--- config.mk ---
export PLATFORM = sky130hd
export DESIGN_NAME = fetch_stage_flat
export DESIGN_NICKNAME = d
export VERILOG_FILES = /design/src/rtl/fetch_stage_pkg.sv /design/src/rtl/fetch_stage_if.sv /design/src/rtl/fetch_stage_if_id_reg.sv /design/src/rtl/fetch_stage.sv /design/src/flat_wrapper.sv
export SDC_FILE = /design/constraint.sdc
export NUM_CORES = 1
export LEC_CHECK = 0
export BUFFER_PORTS_ARGS = -buffer_cell sky130_fd_sc_hd__buf_2
export CORE_MARGIN = 4
export CORE_UTILIZATION = 54
export CTS_CLUSTER_SIZE = 30
export DETAILED_ROUTE_END_ITERATION = 8
export GPL_ROUTABILITY_DRIVEN = 0
export PLACE_DENSITY = 0.92
export SLEW_MARGIN = 20
export SYNTH_ARGS = -nofsm -noshare
export SYNTH_HDL_FRONTEND = slang
export SYNTH_SLANG_ARGS = --single-unit
--- constraint.sdc ---
create_clock -name clk -period 3 [get_ports clk]
set_input_delay 0.6 -clock clk [delete_from_list [all_inputs] [get_ports clk]]
set_output_delay 0.6 -clock clk [all_outputs]
set_load 0.005 [all_outputs]
--- src/rtl/fetch_stage_pkg.sv ---
// Shared fetch-stage types: FSM states, IF/ID payload, reset defaults and PC increment.
// No logic or latency of its own; used by every fetch_stage file.
package fetch_stage_pkg;

    localparam logic [31:0] DEF_RESET_PC = 32'h0000_0000;
    localparam logic [31:0] DEF_NOP      = 32'h0000_0000;

    typedef enum logic [1:0] {
        ST_REQ  = 2'd0,
        ST_HOLD = 2'd1,
        ST_DROP = 2'd2
    } fetch_state_t;

    typedef struct packed {
        logic [31:0] instr;
        logic [31:0] pc_plus4;
        logic        valid;
    } ifid_t;

    function automatic logic [31:0] pc_next(input logic [31:0] pc);
        return pc + 32'd4;
    endfunction

endpackage

--- src/rtl/fetch_stage_if.sv ---
// Instruction-memory req/ack port: req is a level held until ack; addr is stable while req=1.
// The ack is a single-cycle pulse that may land in the first req cycle; rdata is valid only with ack.
interface fetch_stage_if;
    logic        req;
    logic [31:0] addr;
    logic        ack;
    logic [31:0] rdata;

    modport master (output req, output addr, input ack, input rdata);
    modport slave  (input req, input addr, output ack, output rdata);
endinterface

--- src/rtl/fetch_stage_if_id_reg.sv ---
// IF/ID register: 1-cycle register, priority is reset > clear (bubble) > enable.
// While en=0 and clr=0 it holds, which is how decode backpressure freezes the word.
module fetch_stage_if_id_reg
    import fetch_stage_pkg::*;
#(
    parameter logic [31:0] NOP = DEF_NOP
) (
    input  logic  clk,
    input  logic  reset,
    input  logic  en,
    input  logic  clr,
    input  ifid_t d,
    output ifid_t q
);

    always_ff @(posedge clk) begin
        if (reset || clr) begin
            q.instr    <= NOP;
            q.pc_plus4 <= 32'd0;
            q.valid    <= 1'b0;
        end else if (en) begin
            q <= d;
        end
    end

endmodule

--- src/rtl/fetch_stage.sv ---
// IF stage: PC, one-outstanding-request fetch FSM and a one-word buffer; ack in cycle N shows in ID at N+1.
// StallIF parks a fetched word in the buffer (HOLD), StallID freezes IF/ID; redirects flush and drop stale replies.
module fetch_stage
    import fetch_stage_pkg::*;
#(
    parameter logic [31:0] RESET_PC = DEF_RESET_PC,
    parameter logic [31:0] NOP      = DEF_NOP
) (
    input  logic               clk,
    input  logic               reset,
    input  logic               StallIF,
    input  logic               StallID,
    input  logic               PCSrcD,
    input  logic [31:0]        PCBranchD,
    input  logic               JumpD,
    input  logic [31:0]        PCJumpD,
    fetch_stage_if.master      imem,
    output logic [31:0]        InstrD,
    output logic [31:0]        PCPlus4D,
    output logic               ValidD
);

    fetch_state_t state;
    logic [31:0]  pcf;
    logic [31:0]  addr_q;
    logic [31:0]  buf_word;

    logic         redirect;
    logic [31:0]  target;
    logic         got_ack;
    logic         word_avail;
    logic [31:0]  word;
    logic         advance;
    logic         ifid_en;
    logic         ifid_clr;
    ifid_t        ifid_d;
    ifid_t        ifid_q;

    always_comb begin
        redirect   = (PCSrcD | JumpD) & ValidD & ~StallID;
        target     = PCSrcD ? PCBranchD : PCJumpD;
        got_ack    = (state == ST_REQ) & imem.ack;
        word_avail = got_ack | (state == ST_HOLD);
        word       = (state == ST_HOLD) ? buf_word : imem.rdata;
        advance    = ~redirect & word_avail & ~StallIF;
        // A stalled-IF cycle with decode free still hands decode a bubble.
        ifid_en    = advance & ~StallID;
        ifid_clr   = redirect | (~StallID & ~advance);
        ifid_d     = '{instr: word, pc_plus4: pc_next(pcf), valid: 1'b1};
    end

    always_ff @(posedge clk) begin
        if (reset) begin
            state    <= ST_REQ;
            pcf      <= RESET_PC;
            addr_q   <= RESET_PC;
            buf_word <= '0;
        end else if (redirect) begin
            pcf <= target;
            case (state)
                ST_REQ: begin
                    if (imem.ack) begin
                        addr_q <= target;
                    end else begin
                        state <= ST_DROP;
                    end
                end
                ST_HOLD: begin
                    state  <= ST_REQ;
                    addr_q <= target;
                end
                ST_DROP: begin
                    // The stale reply may land in the same cycle as the redirect.
                    if (imem.ack) begin
                        state  <= ST_REQ;
                        addr_q <= target;
                    end
                end
                default: begin
                    state  <= ST_REQ;
                    addr_q <= target;
                end
            endcase
        end else begin
            case (state)
                ST_REQ: begin
                    if (imem.ack) begin
                        if (!StallIF) begin
                            pcf    <= pc_next(pcf);
                            addr_q <= pc_next(pcf);
                        end else begin
                            buf_word <= imem.rdata;
                            state    <= ST_HOLD;
                        end
                    end
                end
                ST_HOLD: begin
                    if (!StallIF) begin
                        pcf    <= pc_next(pcf);
                        addr_q <= pc_next(pcf);
                        state  <= ST_REQ;
                    end
                end
                ST_DROP: begin
                    if (imem.ack) begin
                        state  <= ST_REQ;
                        addr_q <= pcf;
                    end
                end
                default: begin
                    state  <= ST_REQ;
                    addr_q <= pcf;
                end
            endcase
        end
    end

    assign imem.req  = ~reset & (state != ST_HOLD);
    assign imem.addr = addr_q;

    fetch_stage_if_id_reg #(.NOP(NOP)) u_if_id (
        .clk   (clk),
        .reset (reset),
        .en    (ifid_en),
        .clr   (ifid_clr),
        .d     (ifid_d),
        .q     (ifid_q)
    );

    assign InstrD   = ifid_q.instr;
    assign PCPlus4D = ifid_q.pc_plus4;
    assign ValidD   = ifid_q.valid;

endmodule

--- src/flat_wrapper.sv ---
// flat-port wrapper written by rule: the top's interface ports become plain ports
module fetch_stage_flat import fetch_stage_pkg::*;
#(
    parameter logic [31:0] RESET_PC = DEF_RESET_PC,
    parameter logic [31:0] NOP      = DEF_NOP
)
  (clk, reset, StallIF, StallID, PCSrcD, PCBranchD, JumpD, PCJumpD, InstrD, PCPlus4D, ValidD, imem_req, imem_addr, imem_ack, imem_rdata);
  fetch_stage_if imem_i ();
  input  logic clk;
  input  logic reset;
  input  logic StallIF;
  input  logic StallID;
  input  logic PCSrcD;
  input  logic [31:0] PCBranchD;
  input  logic JumpD;
  input  logic [31:0] PCJumpD;
  output logic [31:0] InstrD;
  output logic [31:0] PCPlus4D;
  output logic ValidD;
  output wire logic [$bits(imem_i.req)-1:0] imem_req;
  output wire logic [$bits(imem_i.addr)-1:0] imem_addr;
  input wire logic [$bits(imem_i.ack)-1:0] imem_ack;
  input wire logic [$bits(imem_i.rdata)-1:0] imem_rdata;
  assign imem_req = imem_i.req;
  assign imem_addr = imem_i.addr;
  assign imem_i.ack = imem_ack;
  assign imem_i.rdata = imem_rdata;
  fetch_stage #(.RESET_PC(RESET_PC), .NOP(NOP)) u_core (.clk(clk), .reset(reset), .StallIF(StallIF), .StallID(StallID), .PCSrcD(PCSrcD), .PCBranchD(PCBranchD), .JumpD(JumpD), .PCJumpD(PCJumpD), .imem(imem_i), .InstrD(InstrD), .PCPlus4D(PCPlus4D), .ValidD(ValidD));
endmodule
==> impl_results.md, run 1 <==
* Status: finished, final reports clean
* # clock sinks at 163
* Pint at 3870 uW
* Seq/Total Area, Yosys at 39.9%
* Slowest Stage Delay on Critical Path at 0.76 ns
* Fin crit period at 2.61 ns
* # DRC at 0
* Worst Hold End: u_core.buf_word[29]$_SDFFE_PP0P_
* DR vias at 8151
* Register Area at 0.00326 mm^2
* IO Pins at 201
* DP Worst Slack at 0.246 ns
* Post-CTS Hold Buffers at 0
* Max-Cap Viols at 0
* CTS resizes at 0
* Most common cell after layout, fill and taps aside: buf_2
* CTS Buf Count at 17
* Worst-Skew Late Latency at 0.43 ns
* Fmax at 384 MHz
* Pwr dens at 534 mW/mm^2
* Rel. slew slack at 43.8%
* Share of layout cells above drive strength 1 at 26.6%
* Mapped Cells at 983
* Placed cell areas at 0.00929 mm^2
* Critical Path RT at 3.28 ns
* Core Area at 0.0147 mm^2
* Number of port buffers at 200
* Period utilisation layout at 86.8%
* Reg-to-reg endpoint: u_core.imem.addr[18]$_SDFFE_PP0P_
* Yosys cell types at 68
* RSZ-0062 raised after global routing: false
* Synth Flop Type: dfxtp_1
* Sw Pwr at 1420 uW
* Warnings, synthesis at 0
* Crit. End Element: flop
* DR WL/cell at 18.7 um
* Critical R2R Launch: u_core.pcf[2]$_SDFFE_PP0P_
* Slowest CP cell: or4_4
* First-pass GRT wire length at 39.7 mm
* Post-Syn Area per Cell at 8.33 um^2
* Hold path start: imem_rdata[29]
* Initial core utilization at 55.7%
* Synthesized cell area at 0.00819 mm^2
* Register bit total from synthesis at 163
* H-tree depth at 4
* Most frequent cells in the layout: buf_2, dfxtp_1, nand2_1, nor2_1, a211oi_1
* Nets at 1232
* Die Ht at 131 um
* Gr ovfl total at 0
* Worst EP arrival at 2.88 ns
* Die W at 131 um
* HPWL after DPL at 17.5 mm
* Critical path fanouts, max at 19
* Clk root buf: clkbuf_16
* Vias in the first global route at 7803
* Post-synth EDFFs at 0
* Antenna Violating Nets Remaining at 0
* Critical path buffers and inverters at 0
* Post-Syn Nets at 1087
* Final setup margin at 0.395 ns
* Flop pwr share at 44.5%
* Setup Crit Path Kind: flop to flop
* CTS tree: yes
* Global Route Usage Sum at 28.0%
* Row count at 44
* Maximum root-to-sink buffer count at 2
* Skew final at 0.0105 ns
* Crit-path cells: ha_1 > nand3_4 > or4_4 > o21a_1 > o21ai_0 > a211oi_1
* Filler Cell Count at 1164
* R2r worst-path depth at 6
* Switching Fraction at 26.9%
* P_leak at 0.00390 uW
* Clock slew at the register clock pins of the worst setup and hold paths at 0.07 ns
* Final Cell Area at 0.00991 mm^2
* Number of post-CTS setup repair buffers at 0
* Final hold vios at 0
* TNS Setup at 0 ns
* Initial antenna violation count at 1
* Hold path depth at 3
* Largest net degree at the start of global routing at 57
* Final count of pins violating max slew at 0
* Detailed Route WL at 24.8 mm
* First DRT Iteration DRCs at 824
* Worst min path class: primary input to flop
* Startpoint Class: flop
* Top delay family on crit path: simple AND/OR/NAND/NOR gates
* Async SR Flop Fraction at 0%
* Area Growth Syn to Fin at 21.0%
* Drt first pass iters at 5
* Die ar. at 0.0172 mm^2
* Part of the power in combinational logic at 13.1%
* Final core utilization at 67.4%
* Register-to-register setup slack at 0.39 ns
* Area of the multi-input gates at 0.00451 mm^2
* Tightest Pin Transition at 0.842 ns
* Peak supply drop at 0.000402 V
* Vias per Instance at 6.15
* Clock power frac at 42.3%
* Final setup viols at 0
flip-flops by register name (all words and copies together), names as in the netlist:
register and flops:
u_core.pcf 32, u_core.state 2, u_core.buf_word 32, u_core.u_if_id.q 65, u_core.imem.addr 32
worst min-delay path: stages:
cell and delay, ns:
buf_2 0.10, nand2_1 0.05, a21oi_1 0.05
worst max-delay path by stage:
stage	start	endpoint	slack [ns]	cells past startpoint
3_5_place_dp	JumpD	u_core.buf_word[21]$_SDFFE_PP0P_	0.25	7
2_1_floorplan	StallIF	u_core.u_if_id.q[44]$_SDFFE_PP0P_	0.75	7
4_1_cts	u_core.pcf[2]$_SDFFE_PP0P_	u_core.imem.addr[18]$_SDFFE_PP0P_	0.45	6
5_1_grt	u_core.pcf[2]$_SDFFE_PP0P_	u_core.imem.addr[18]$_SDFFE_PP0P_	0.33	6
6_report	u_core.pcf[2]$_SDFFE_PP0P_	u_core.imem.addr[18]$_SDFFE_PP0P_	0.39	6
3_3_place_gp	JumpD	u_core.buf_word[27]$_SDFFE_PP0P_	0.32	7
kinds of logic after synthesis:
family / Yosys count / synth area share (%)
and+or+nand+nor: 360 / 21.8
muxes: 39 / 4.81
adders and majority gates: 1 / 0.153
xor gates and xnor gates: 55 / 5.88
AOI/OAI and AO/OA: 260 / 22.2
DFF: 163 / 39.9
buffers and inverters: 105 / 5.33
layer usage:
layer	share of wire (%)	global-route usage, %
met1	39	34.9
met2	46	43.9
met3	9.5	8.10
met4	5.0	14.9
met5	0	0
cell type report:
type | instances | share of cell area (%)
inverter | 6 | 0.227
antenna | 1 | 0.0253
sequential | 163 | 32.9
multi-input combinational | 715 | 45.5
clock buffer | 21 | 4.75
clock inverter | 11 | 1.45
timing repair buffer | 225 | 12.8
tap | 184 | 2.32
through the flow:
step,hold slack [ns],cells,total power [uW]
after floorplan,0.432,983,2800
after global placement,0.441,1293,3070
after detailed placement,0.444,1293,3090
after CTS,0.399,1325,5310
after global routing,0.411,1326,5490
final,0.409,1326,5300
cells in the mapped netlist (6+ instances only):
library cell | number | area, um^2
and2_1 | 10 | 62.6
nor4_2 | 8 | 100
nor2b_1 | 9 | 56.3
a211oi_1 | 70 | 526
mux2i_1 | 36 | 360
o21a_1 | 6 | 45.0
xor2_1 | 16 | 140
nor4_1 | 7 | 43.8
nor2_1 | 99 | 372
nor3_2 | 7 | 70.1
a221oi_2 | 6 | 90.1
a221oi_1 | 9 | 78.8
o22ai_1 | 22 | 138
buf_2 | 17 | 85.1
nand4_1 | 14 | 87.6
nand2b_1 | 6 | 37.5
nand3_1 | 12 | 60.1
xnor2_1 | 39 | 342
clkbuf_1 | 72 | 270
or3_1 | 7 | 43.8
nor3_1 | 34 | 170
nand2_1 | 124 | 465
inv_1 | 6 | 22.5
o21ai_0 | 32 | 160
buf_1 | 6 | 22.5
a21oi_1 | 60 | 300
dfxtp_1 | 163 | 3260
power by group through the flow:
stage	Clock, uW	Sequential, uW	Combinational [uW]
CTS	2260	2360	693
detailed placement	0	2400	687
floorplan	0	2370	431
finish	2240	2360	696
global route	2350	2370	766
global placement	0	2400	669
No activity file was read; power rests on OpenSTA's default activity.
==> run 2, diff against run 1 <==
BUFFER_PORTS_ARGS = not set   (was -buffer_cell sky130_fd_sc_hd__buf_2)
CORE_UTILIZATION = 64   (was 54)
DONT_BUFFER_PORTS = 1   (was not set)
PLACE_DENSITY = 0.91   (was 0.92)
==> run 2 against run 1 <==
Against the previous run:
- utilization rose by 2.7 points
- design area shrank 11%
- wire length decreased by 6.0%
- final cell count down 16%
- non-clock buffer count decreased by 199
- critical endpoint unchanged
- largest cell class unchanged
- largest power group unchanged
==> impl_results.md, run 2 (synthesized netlist as in run 1, its figures left out) <==
* Status: finished, final reports clean
* Initial core utilization at 65.1%
* Critical Path RT at 3.34 ns
* Vias per Instance at 6.61
* Nets at 1033
* First-pass GRT wire length at 36.7 mm
* Worst Hold End: u_core.imem.addr[4]$_SDFFE_PP0P_
* Share of layout cells above drive strength 1 at 11.0%
* Worst min path class: primary input to flop
* RSZ-0062 raised after global routing: false
* # DRC at 0
* Crit. End Element: flop
* Tightest Pin Transition at 0.983 ns
* Placed cell areas at 0.00823 mm^2
* Die W at 121 um
* Fin crit period at 2.46 ns
* HPWL after DPL at 15.9 mm
* Gr ovfl total at 0
* Skew final at 0.0131 ns
* Peak supply drop at 0.000349 V
* CTS Buf Count at 17
* Vias in the first global route at 7054
* P_leak at 0.00294 uW
* # clock sinks at 163
* Startpoint Class: flop
* Final Cell Area at 0.00882 mm^2
* Setup Crit Path Kind: flop to flop
* Critical R2R Launch: u_core.pcf[2]$_SDFFE_PP0P_
* Initial antenna violation count at 0
* IO Pins at 201
* CTS tree: yes
* Clock slew at the register clock pins of the worst setup and hold paths at 0.07 ns
* Post-CTS Hold Buffers at 0
* DR WL/cell at 20.9 um
* DR vias at 7369
* Worst EP arrival at 2.81 ns
* Biggest register: u_core.u_if_id.q
* Core Area at 0.0126 mm^2
* H-tree depth at 4
* Final count of pins violating max slew at 0
* Die ar. at 0.0147 mm^2
* Global Route Usage Sum at 31.5%
* Number of flip-flops in the largest register at 65
* Antenna Violating Nets Remaining at 0
* Most common cell after layout, fill and taps aside: dfxtp_1
* Drt first pass iters at 7
* Maximum root-to-sink buffer count at 2
* Worst Setup SP: u_core.pcf[2]$_SDFFE_PP0P_
* TNS Setup at 0 ns
* CTS resizes at 0
* Final hold vios at 0
* Max-Cap Viols at 0
* Area Growth Syn to Fin at 7.67%
* R2r worst-path depth at 6
* Hold path depth at 1
* Slowest Stage Delay on Critical Path at 0.74 ns
* Clk root buf: clkbuf_16
* Crit-path cells: ha_1 > nand3_4 > or4_4 > nor3_1 > o21ai_0 > a211oi_1
* Final setup viols at 0
* Number of post-CTS setup repair buffers at 0
* Reg-to-reg endpoint: u_core.imem.addr[18]$_SDFFE_PP0P_
* Hold path start: reset
* Register-to-register setup slack at 0.54 ns
* First DRT Iteration DRCs at 899
* Ant. Diodes at 0
* Most frequent cells in the layout: dfxtp_1, nand2_1, nor2_1, a211oi_1, a21oi_1
* Die Ht at 121 um
* Critical path fanouts, max at 19
* Slowest CP cell: or4_4
* Rel. slew slack at 34.2%
* Pwr dens at 574 mW/mm^2
* Number of port buffers at 0
* Largest net degree at the start of global routing at 82
* Period utilisation layout at 82.1%
* Row count at 41
* Worst-Skew Late Latency at 0.44 ns
* Fmax at 406 MHz
* Detailed Route WL at 23.3 mm
* Hold Worst Slack at 0.227 ns
-- run 2: layout make-up --
cell class / count / area, um^2
fillers: 987 / 3750
clock buffers: 18 / 429
multi-input cells: 715 / 4510
repair buffers: 26 / 220
clock inverters: 14 / 153
well taps: 172 / 215
inverters: 6 / 22.5
flip-flops and latches: 163 / 3260
-- run 2: layer usage --
metal,GRT usage [%],wire [um],vias to the layer above
met4,16.1,1010,0
met5,0,0,-
met2,51.9,11100,418
met1,37.6,8770,3431
li1,-,-,3440
met3,8.72,2450,80
-- run 2: power by group --
group	total, uW	internal [uW]	leakage [uW]	switching [uW]
clock	2170	1240	0.000286	930
combinational	515	200	0.00133	315
sequential	2380	2270	0.00133	112
total	5060	3710	0.00294	1360
-- run 2: worst max-delay path by stage --
stage	depth (start not counted)	slack, ns	to
final	6	0.54	u_core.imem.addr[18]$_SDFFE_PP0P_
after global routing	6	0.34	u_core.imem.addr[18]$_SDFFE_PP0P_
after CTS	6	0.56	u_core.imem.addr[18]$_SDFFE_PP0P_
after detailed placement	6	0.58	u_core.imem.addr[18]$_SDFFE_PP0P_
after global placement	6	0.68	u_core.imem.addr[18]$_SDFFE_PP0P_
after floorplan	7	0.75	u_core.u_if_id.q[44]$_SDFFE_PP0P_
-- run 2: through the flow --
stage	setup slack, ns	total power, uW	utilization, %	std cells
after floorplan	0.755	2800	-	983
after global placement	0.681	2910	65.5	1082
after detailed placement	0.580	2930	65.5	1082
after CTS	0.564	5070	70.1	1114
after global routing	0.343	5220	70.1	1114
final	0.536	5060	70.1	1114
-- run 2: worst max-delay path: cells and delay by family (launching register included) --
kind	cells	cell delay, ns
AOI/OAI and AO/OA	2	0.45
DFF	1	0.45
adders and majority gates	1	0.31
and+or+nand+nor	3	1.18
